[config.mk]
export PLATFORM = sky130hd
export DESIGN_NAME = bin2bcd_8
export DESIGN_NICKNAME = d
export VERILOG_FILES = /design/src/rtl/bin2bcd_pkg.sv /design/src/rtl/bcd_add3.sv /design/src/rtl/bin2bcd_8.sv
export SDC_FILE = /design/constraint.sdc
export NUM_CORES = 1
export LEC_CHECK = 0
export ABC_AREA = 1
export CAP_MARGIN = 0
export CORE_MARGIN = 3
export CORE_UTILIZATION = 45
export CTS_CLUSTER_SIZE = 12
export DETAILED_ROUTE_END_ITERATION = 8
export GPL_TIMING_DRIVEN = 0
export PLACE_DENSITY = 0.76
export SLEW_MARGIN = 20
export SYNTH_ARGS = -nofsm -noshare
export SYNTH_HDL_FRONTEND = slang
export SYNTH_HIERARCHICAL = 1
export SYNTH_SLANG_ARGS = --single-unit
[constraint.sdc]
create_clock -name clk -period 3.2 [get_ports clk]
set_input_delay 0.8 -clock clk [delete_from_list [all_inputs] [get_ports clk]]
set_output_delay 0.8 -clock clk [all_outputs]
set_load 0.1 [all_outputs]
[src/rtl/bin2bcd_pkg.sv]
// Shared constants and FSM state type for the 8-bit binary to BCD converter.
// Latency: n/a (declarations only).
// Backpressure: n/a.
package bin2bcd_pkg;

    localparam int BIN_W  = 8;                  // binary input width
    localparam int DIGITS = 3;                  // BCD digits produced
    localparam int BCD_W  = 4 * DIGITS;         // packed BCD result width
    localparam int WORK_W = BCD_W + BIN_W;      // double-dabble working register (20)
    localparam int CNT_W  = 4;                  // shift-step counter width

    // Counter value during the final shift step (steps are numbered 0..7).
    localparam logic [CNT_W-1:0] LAST_STEP = CNT_W'(BIN_W - 1);

    typedef enum logic [1:0] {
        IDLE  = 2'd0,
        SHIFT = 2'd1,
        DONE  = 2'd2
    } state_t;

endpackage

[src/rtl/bcd_add3.sv]
// One double-dabble correction cell: a BCD digit of 5..9 gets +3 before the shift.
// Latency: combinational.
// Backpressure: none.
//
// Ports:
//   i_dig  - BCD digit taken from the working register
//   o_dig  - corrected digit (i_dig + 3 when i_dig >= 5, else i_dig)
module bcd_add3 (
    input  logic [3:0] i_dig,
    output logic [3:0] o_dig
);

    // Digits never exceed 9 before correction, so the sum (max 12) fits in 4 bits.
    assign o_dig = (i_dig >= 4'd5) ? (i_dig + 4'd3) : i_dig;

endmodule

[src/rtl/bin2bcd_8.sv]
// Sequential double-dabble converter: 8-bit unsigned binary to 3 packed BCD digits.
// Latency: start sampled at edge N, done pulses (with bcd valid) in the cycle after edge N+8.
// Backpressure: none; start events while busy or done are dropped, not queued.
//
// Ports:
//   clk    - single clock, rising edge
//   rst_n  - asynchronous active-low reset
//   init   - start request, level input; a start is init rising (init=1 while the
//            registered copy is 0)
//   bin    - value to convert, sampled only on the start edge
//   bcd    - {hundreds, tens, units}; holds the last result until the next completion
//   busy   - high while the eight shift steps are in progress
//   done   - one-cycle completion pulse
module bin2bcd_8 #(
    // Only the defaults (8 bits, 3 digits) are supported; the working register
    // width comes from the package.
    parameter int BIN_W  = bin2bcd_pkg::BIN_W,
    parameter int DIGITS = bin2bcd_pkg::DIGITS
) (
    input  logic                  clk,
    input  logic                  rst_n,
    input  logic                  init,
    input  logic [BIN_W-1:0]      bin,
    output logic [4*DIGITS-1:0]   bcd,
    output logic                  busy,
    output logic                  done
);

    import bin2bcd_pkg::*;

    // ------------------------------------------------------------------
    // State registers
    // ------------------------------------------------------------------
    state_t                 r_state;
    logic                   r_init_q;
    logic [WORK_W-1:0]      r_work;
    logic [CNT_W-1:0]       r_cnt;
    logic [4*DIGITS-1:0]    r_bcd;
    logic                   r_busy;
    logic                   r_done;

    // ------------------------------------------------------------------
    // Next-state values
    // ------------------------------------------------------------------
    state_t                 w_state_nxt;
    logic [WORK_W-1:0]      w_work_nxt;
    logic [CNT_W-1:0]       w_cnt_nxt;
    logic [4*DIGITS-1:0]    w_bcd_nxt;
    logic                   w_busy_nxt;
    logic                   w_done_nxt;

    logic                   w_start;
    logic [WORK_W-1:0]      w_adj;
    logic [WORK_W-1:0]      w_shift;

    assign w_start = init & ~r_init_q;

    // Correct every BCD digit of the working register, then shift left by one.
    // The binary part below the digits passes through unchanged.
    for (genvar g = 0; g < DIGITS; g++) begin : g_dig
        bcd_add3 u_add3 (
            .i_dig (r_work[BIN_W + 4*g +: 4]),
            .o_dig (w_adj [BIN_W + 4*g +: 4])
        );
    end
    assign w_adj[BIN_W-1:0] = r_work[BIN_W-1:0];
    assign w_shift          = {w_adj[WORK_W-2:0], 1'b0};

    // ------------------------------------------------------------------
    // FSM: next state, datapath and registered outputs
    // ------------------------------------------------------------------
    always_comb begin
        w_state_nxt = r_state;
        w_work_nxt  = r_work;
        w_cnt_nxt   = r_cnt;
        w_bcd_nxt   = r_bcd;
        w_busy_nxt  = r_busy;
        w_done_nxt  = 1'b0;

        case (r_state)
            IDLE: begin
                if (w_start) begin
                    w_work_nxt  = {{(4*DIGITS){1'b0}}, bin};
                    w_cnt_nxt   = '0;
                    w_busy_nxt  = 1'b1;
                    w_state_nxt = SHIFT;
                end
            end
            SHIFT: begin
                w_work_nxt = w_shift;
                w_cnt_nxt  = r_cnt + 1'b1;
                // The final shift result goes straight to bcd so it is valid
                // in the same cycle as done.
                if (r_cnt == LAST_STEP) begin
                    w_bcd_nxt   = w_shift[WORK_W-1:BIN_W];
                    w_busy_nxt  = 1'b0;
                    w_done_nxt  = 1'b1;
                    w_state_nxt = DONE;
                end
            end
            DONE: begin
                w_state_nxt = IDLE;
            end
            default: begin
                w_state_nxt = IDLE;
                w_busy_nxt  = 1'b0;
            end
        endcase
    end

    always_ff @(posedge clk or negedge rst_n) begin
        if (!rst_n) begin
            r_state  <= IDLE;
            r_init_q <= 1'b0;
            r_work   <= '0;
            r_cnt    <= '0;
            r_bcd    <= '0;
            r_busy   <= 1'b0;
            r_done   <= 1'b0;
        end else begin
            r_state  <= w_state_nxt;
            r_init_q <= init;
            r_work   <= w_work_nxt;
            r_cnt    <= w_cnt_nxt;
            r_bcd    <= w_bcd_nxt;
            r_busy   <= w_busy_nxt;
            r_done   <= w_done_nxt;
        end
    end

    assign bcd  = r_bcd;
    assign busy = r_busy;
    assign done = r_done;

endmodule

==> key figures, run 1 <==
Timing
  – # setup viols final: 0
  – Period utilization: 0.815
  – Worst Max-Slew Pin Slew: 0.975 ns
  – Sum Neg Setup Slack: 0 ns
  – Tmin final: 2.61 ns
  – RSZ-0062 raised after global routing: false
  – Final Hold Vio Count: 0
  – Slew HR: 0.348
  – Layout Skew: 0.00628 ns
  – FMAX: 384 MHz
  – Max Slew Vio Count: 0
  – Final hold slack: 0.427 ns

Clock network
  – Root Buffer: clkbuf_8
  – Post_cts resized: 0
  – H-tree depth: 2
  – Postcts setup bufs: 0
  – CTS Sinks: 41
  – Clk buf depth: 2
  – Worst-Skew Late Latency: 0.29 ns
  – # hold bufs at CTS: 0
  – CTS tree: yes
  – Clock slew at reported path FFs: 0.08 ns
  – CTS Buf Count: 5

Die
  – Die H: 75.3 µm
  – Initial Utilization: 0.479
  – Core ar.: 4500 µm²
  – Die area: 5670 µm²
  – IO Pins: 25
  – Row count: 24
  – Die width: 75.3 µm

Routing
  – Final wirelength: 4270 µm
  – Iteration-0 DRC Markers: 98
  – Met2 Wirelength: 2040 µm
  – DRT met1 WL: 1980 µm
  – Drt drc: 0
  – Drt first pass iters: 4
  – Total number of vias: 1,793
  – Routed length on met3: 215 µm
  – Antenna-violating nets left: 0
  – Uppermost routed layer: met4
  – Via/cell ratio: 5.06
  – Wirelength per Cell: 12.1 µm

Final layout
  – Final instance area: 2610 µm²
  – Nets: 319
  – Layout area overhead: 21.0%
  – Diodes inserted: 0
  – Layout cells sized above 1: 0.149

Placement
  – PortBufs: 24
  – Detailed Place HPWL: 3060 µm
  – Placed cell areas: 2480 µm²
  – GP Congestion: 0.839

Setup path
  – Worst reg2reg path depth: 8
  – Slowest cell on crit path: clkdlybuf4s50_1
  – Critical Path RT: 2.40 ns
  – R2r endpoint: r_work[10]$_DFFE_PN0P_
  – WP buf/inv: 1
  – CP max FO: 2
  – Largest delay share family, worst path: buffers and inverters
  – Crit Path Class: reg -> out
  – CP Cell Sequence: clkdlybuf4s50_1
  – Flop2flop setup slack: 1.84 ns
  – Worst setup SP type: flip-flop
  – Crit path capture type: primary output
  – RR Startpoint: r_work[8]$_DFFE_PN0P_
  – Worst path max stage delay: 1.14 ns
  – WP data arrival: 1.81 ns

Global route
  – First-pass GRT wire length: 7530 µm
  – Global route overflow: 0
  – Largest net degree at the start of global routing: 26
  – All-layer global routing usage: 0.173
  – Initial antenna violation count: 0
  – Vias in the first global route: 1,666

Run
  – Max cap viols: 0

Synthesis
  – Yosys warns: 6
  – Cells after Synth: 269
  – Syn Area/Cell: 8.03 µm²
  – Post-synth design cell area: 2160 µm²
  – Net Count, Synth: 287

Worst hold path
  – Min-delay worst type: in -> async

Run status
  – Outcome: finished, final reports clean
-- routing by layer --
metal,up-vias,global-route usage
li1,912,-
met1,834,0.229
met2,42,0.283
met3,5,0.0414
met4,0,0.0485
met5,-,0
-- worst max path at each step --
stage	slack [ns]	start	endpoint	cells past startpoint
after global placement	0.26	rst_n	r_work[10]$_DFFE_PN0P_	1
after detailed placement	0.91	bcd[0]$_DFFE_PN0P_	bcd[0]	1
final	0.59	bcd[0]$_DFFE_PN0P_	bcd[0]	1
after global routing	0.55	bcd[4]$_DFFE_PN0P_	bcd[4]	1
after floorplan	1.50	bcd[0]$_DFFE_PN0P_	bcd[0]	0
after CTS	0.58	bcd[0]$_DFFE_PN0P_	bcd[0]	1
-- cells in the final DEF, fill, tap and decap left out, drive strengths merged --
cell,instances
or2,1
nand3,39
nand2,120
ha,7
bufinv,2
nor2,19
a21oi,2
inv,19
o21ai,11
dfrtp,41
clkinv,1
buf,11
nand4,1
clkdlybuf4s50,23
clkbuf,5
-- final cells by class --
class	count	area [µm²]
flip-flops and latches	41	1030
well taps	52	65.1
plain buffers	9	65.1
fillers	414	1890
clock inverters	3	65.1
multi-input cells	200	992
clock buffers	5	68.8
repair buffers	25	255
inverters	19	76.3
-- registers in the layout (all words and copies together), names as in the netlist --
register	count
r_work	20
done	1
r_init_q	1
r_cnt	4
r_state	2
bcd	12
busy	1
-- through the flow --
stage | setup WS [ns] | std cells | util
finish | 0.592 | 354 | 0.580
global route | 0.548 | 354 | 0.580
CTS | 0.578 | 354 | 0.580
detailed placement | 0.909 | 346 | 0.551
global placement | 0.261 | 345 | 0.547
floorplan | 1.50 | 269 | -
Power of run 1 is left out: the tool's default activity adds up to more than one toggle a clock period on the data nets, which glitch-free logic cannot reach.
==> inputs of run 2 (changes only) <==
==> constraint.sdc (replaced) <==
create_clock -name clk -period 2.55 [get_ports clk]
set_input_delay 0.6375 -clock clk [delete_from_list [all_inputs] [get_ports clk]]
set_output_delay 0.6375 -clock clk [all_outputs]
set_load 0.1 [all_outputs]
==> results of run 2 <==
The final DEF is identical to that of run 1. Status: finished, final reports clean.
Among the figures that moved: setup slack after placement 0.909 ns -> 0.421 ns; setup slack after layout 0.592 ns -> 0.105 ns; hold slack 0.427 ns -> 0.265 ns; register-to-register setup slack 1.84 ns -> 1.19 ns
Power of run 2 is left out for the same reason.
==> inputs of run 3 (changes only) <==
--- a/config.mk
+++ b/config.mk
@@ -8,11 +8,11 @@
 export ABC_AREA = 1
 export CAP_MARGIN = 0
 export CORE_MARGIN = 3
-export CORE_UTILIZATION = 45
+export CORE_UTILIZATION = 55
 export CTS_CLUSTER_SIZE = 12
 export DETAILED_ROUTE_END_ITERATION = 8
 export GPL_TIMING_DRIVEN = 0
-export PLACE_DENSITY = 0.76
+export PLACE_DENSITY = 0.88
 export SLEW_MARGIN = 20
 export SYNTH_ARGS = -nofsm -noshare
 export SYNTH_HDL_FRONTEND = slang
==> run 3 against run 2 <==
Register-to-register slack got worse by 0.02 ns. Die area down 17%. Design area fell by 1.7%. Largest cell class unchanged. Highest routed layer unchanged.
==> key figures, run 3 (synthesized netlist as in run 1, its figures left out) <==
Timing
  – Worst Max-Slew Pin Slew: 0.968 ns
  – Final hold slack: 0.293 ns
  – # setup viols final: 0
  – Period utilization: 0.953
  – RSZ-0062 raised after global routing: false
  – FMAX: 412 MHz
  – Layout Skew: 0.00543 ns
  – Max Slew Vio Count: 0
  – Slew HR: 0.353
  – Final Hold Vio Count: 0
  – Tmin final: 2.43 ns

Clock network
  – Root Buffer: clkbuf_8
  – CTS Sinks: 41
  – Worst-Skew Late Latency: 0.29 ns
  – Postcts setup bufs: 0
  – CTS Buf Count: 5
  – Post_cts resized: 0
  – H-tree depth: 2
  – # hold bufs at CTS: 0
  – Clk buf depth: 2
  – Clock slew at reported path FFs: 0.08 ns
  – CTS tree: yes

Setup path
  – WP buf/inv: 1
  – WP data arrival: 1.79 ns
  – Worst reg2reg path depth: 7
  – Slowest cell on crit path: clkdlybuf4s50_1
  – CP Cell Sequence: clkdlybuf4s50_1
  – Worst path max stage delay: 1.14 ns
  – RR Startpoint: r_work[8]$_DFFE_PN0P_
  – Largest delay share family, worst path: buffers and inverters
  – CP max FO: 2
  – Crit Path Class: reg -> out
  – Critical Path RT: 1.91 ns
  – Worst setup SP type: flip-flop
  – Crit. Startpoint: bcd[2]$_DFFE_PN0P_
  – Critical path depth in cells: 1
  – Crit path capture type: primary output

Placement
  – Placed instance count: 342
  – Placed cell areas: 2480 µm²
  – GP Congestion: 0.818
  – PortBufs: 24
  – Detailed Place HPWL: 3140 µm

Die
  – Die H: 68.7 µm
  – Core ar.: 3720 µm²
  – Row count: 22
  – Die width: 68.7 µm
  – Initial Utilization: 0.581
  – IO Pins: 25
  – Die area: 4710 µm²

Routing
  – Total number of vias: 1,837
  – Drt drc: 0
  – Wirelength per Cell: 12.7 µm
  – Iteration-0 DRC Markers: 121
  – Final wirelength: 4430 µm
  – Drt first pass iters: 4
  – Antenna-violating nets left: 0
  – Via/cell ratio: 5.26

Final layout
  – Commonest non-fill, non-tap cell in the layout: nand2_1
  – Nets: 319
  – Layout cells sized above 1: 0.143
  – Layout area overhead: 18.9%
  – Fill count: 289
  – Most flops, register: r_work
  – Diodes inserted: 0
  – Area of the multi-input gates: 992 µm²
  – Sequential Area: 1030 µm²
  – Final instance area: 2570 µm²
  – Fin util: 0.691
  – Most frequent cells in the layout: 115 x nand2_1, 41 x dfrtp_1, 37 x nand3_1
  – Post-Layout Cell Count: 349
  – Number of flip-flops in the largest register: 20

Global route
  – Vias in the first global route: 1,728
  – Global route overflow: 0
  – Largest net degree at the start of global routing: 23
  – First-pass GRT wire length: 7530 µm
  – All-layer global routing usage: 0.215
  – Initial antenna violation count: 0

Run status
  – Outcome: finished, final reports clean

Run
  – Max cap viols: 0

Worst hold path
  – Min-delay worst type: in -> async
-- run 3: changes by cell type in the layout (fill, tap and decap cells not counted) --
cell       before  now
clkbuf_8        5    6
bufinv_16       2    0
clkinv_2        1    0
clkbuf_1        0    1
buf_16          0    1
buf_12          1    0
-- run 3: final timing paths --
kind,endpoint,slack [ns]
max in group asynchronous,r_cnt[2]$_DFFE_PN0P_,1.78
min in group clk,bcd[6]$_DFFE_PN0P_,0.48
setup reg to reg,r_work[9]$_DFFE_PN0P_,1.17
setup / recovery,bcd[2],0.12
hold reg to reg,bcd[6]$_DFFE_PN0P_,0.48
hold / removal,r_init_q$_DFF_PN0_,0.29
-- run 3: worst reg2reg max path, cell delays in order (launching register included) --
cell and delay (ns):
dfrtp_1 0.43, inv_1 0.14, ha_1 0.24, nor2_4 0.07
o21ai_0 0.19, nand2_1 0.09, nand2_1 0.07, nand2_1 0.05
-- run 3: layout make-up --
class	count	area share
sequential	41	0.399
multi-input combinational	200	0.386
timing repair buffer	25	0.102
clock buffer	7	0.0336
inverter	19	0.0297
buffer	9	0.0253
tap	48	0.0234
-- run 3: stage by stage --
step / setup TNS, ns / setup WS [ns]
after detailed placement: 0 / 0.435
final: 0 / 0.121
after global placement: -6.68 / -0.164
after floorplan: 0 / 1.01
after global routing: 0 / 0.0621
after CTS: 0 / 0.108
-- run 3: layer usage --
layer  vias to the layer above  wire, µm  track usage
met5                         -         0            0
met4                         0        78       0.0868
met3                         8       194       0.0438
met2                        43      2250        0.372
met1                       875      1910        0.259
li1                        911         -            -
Power of run 3 is left out for the same reason.
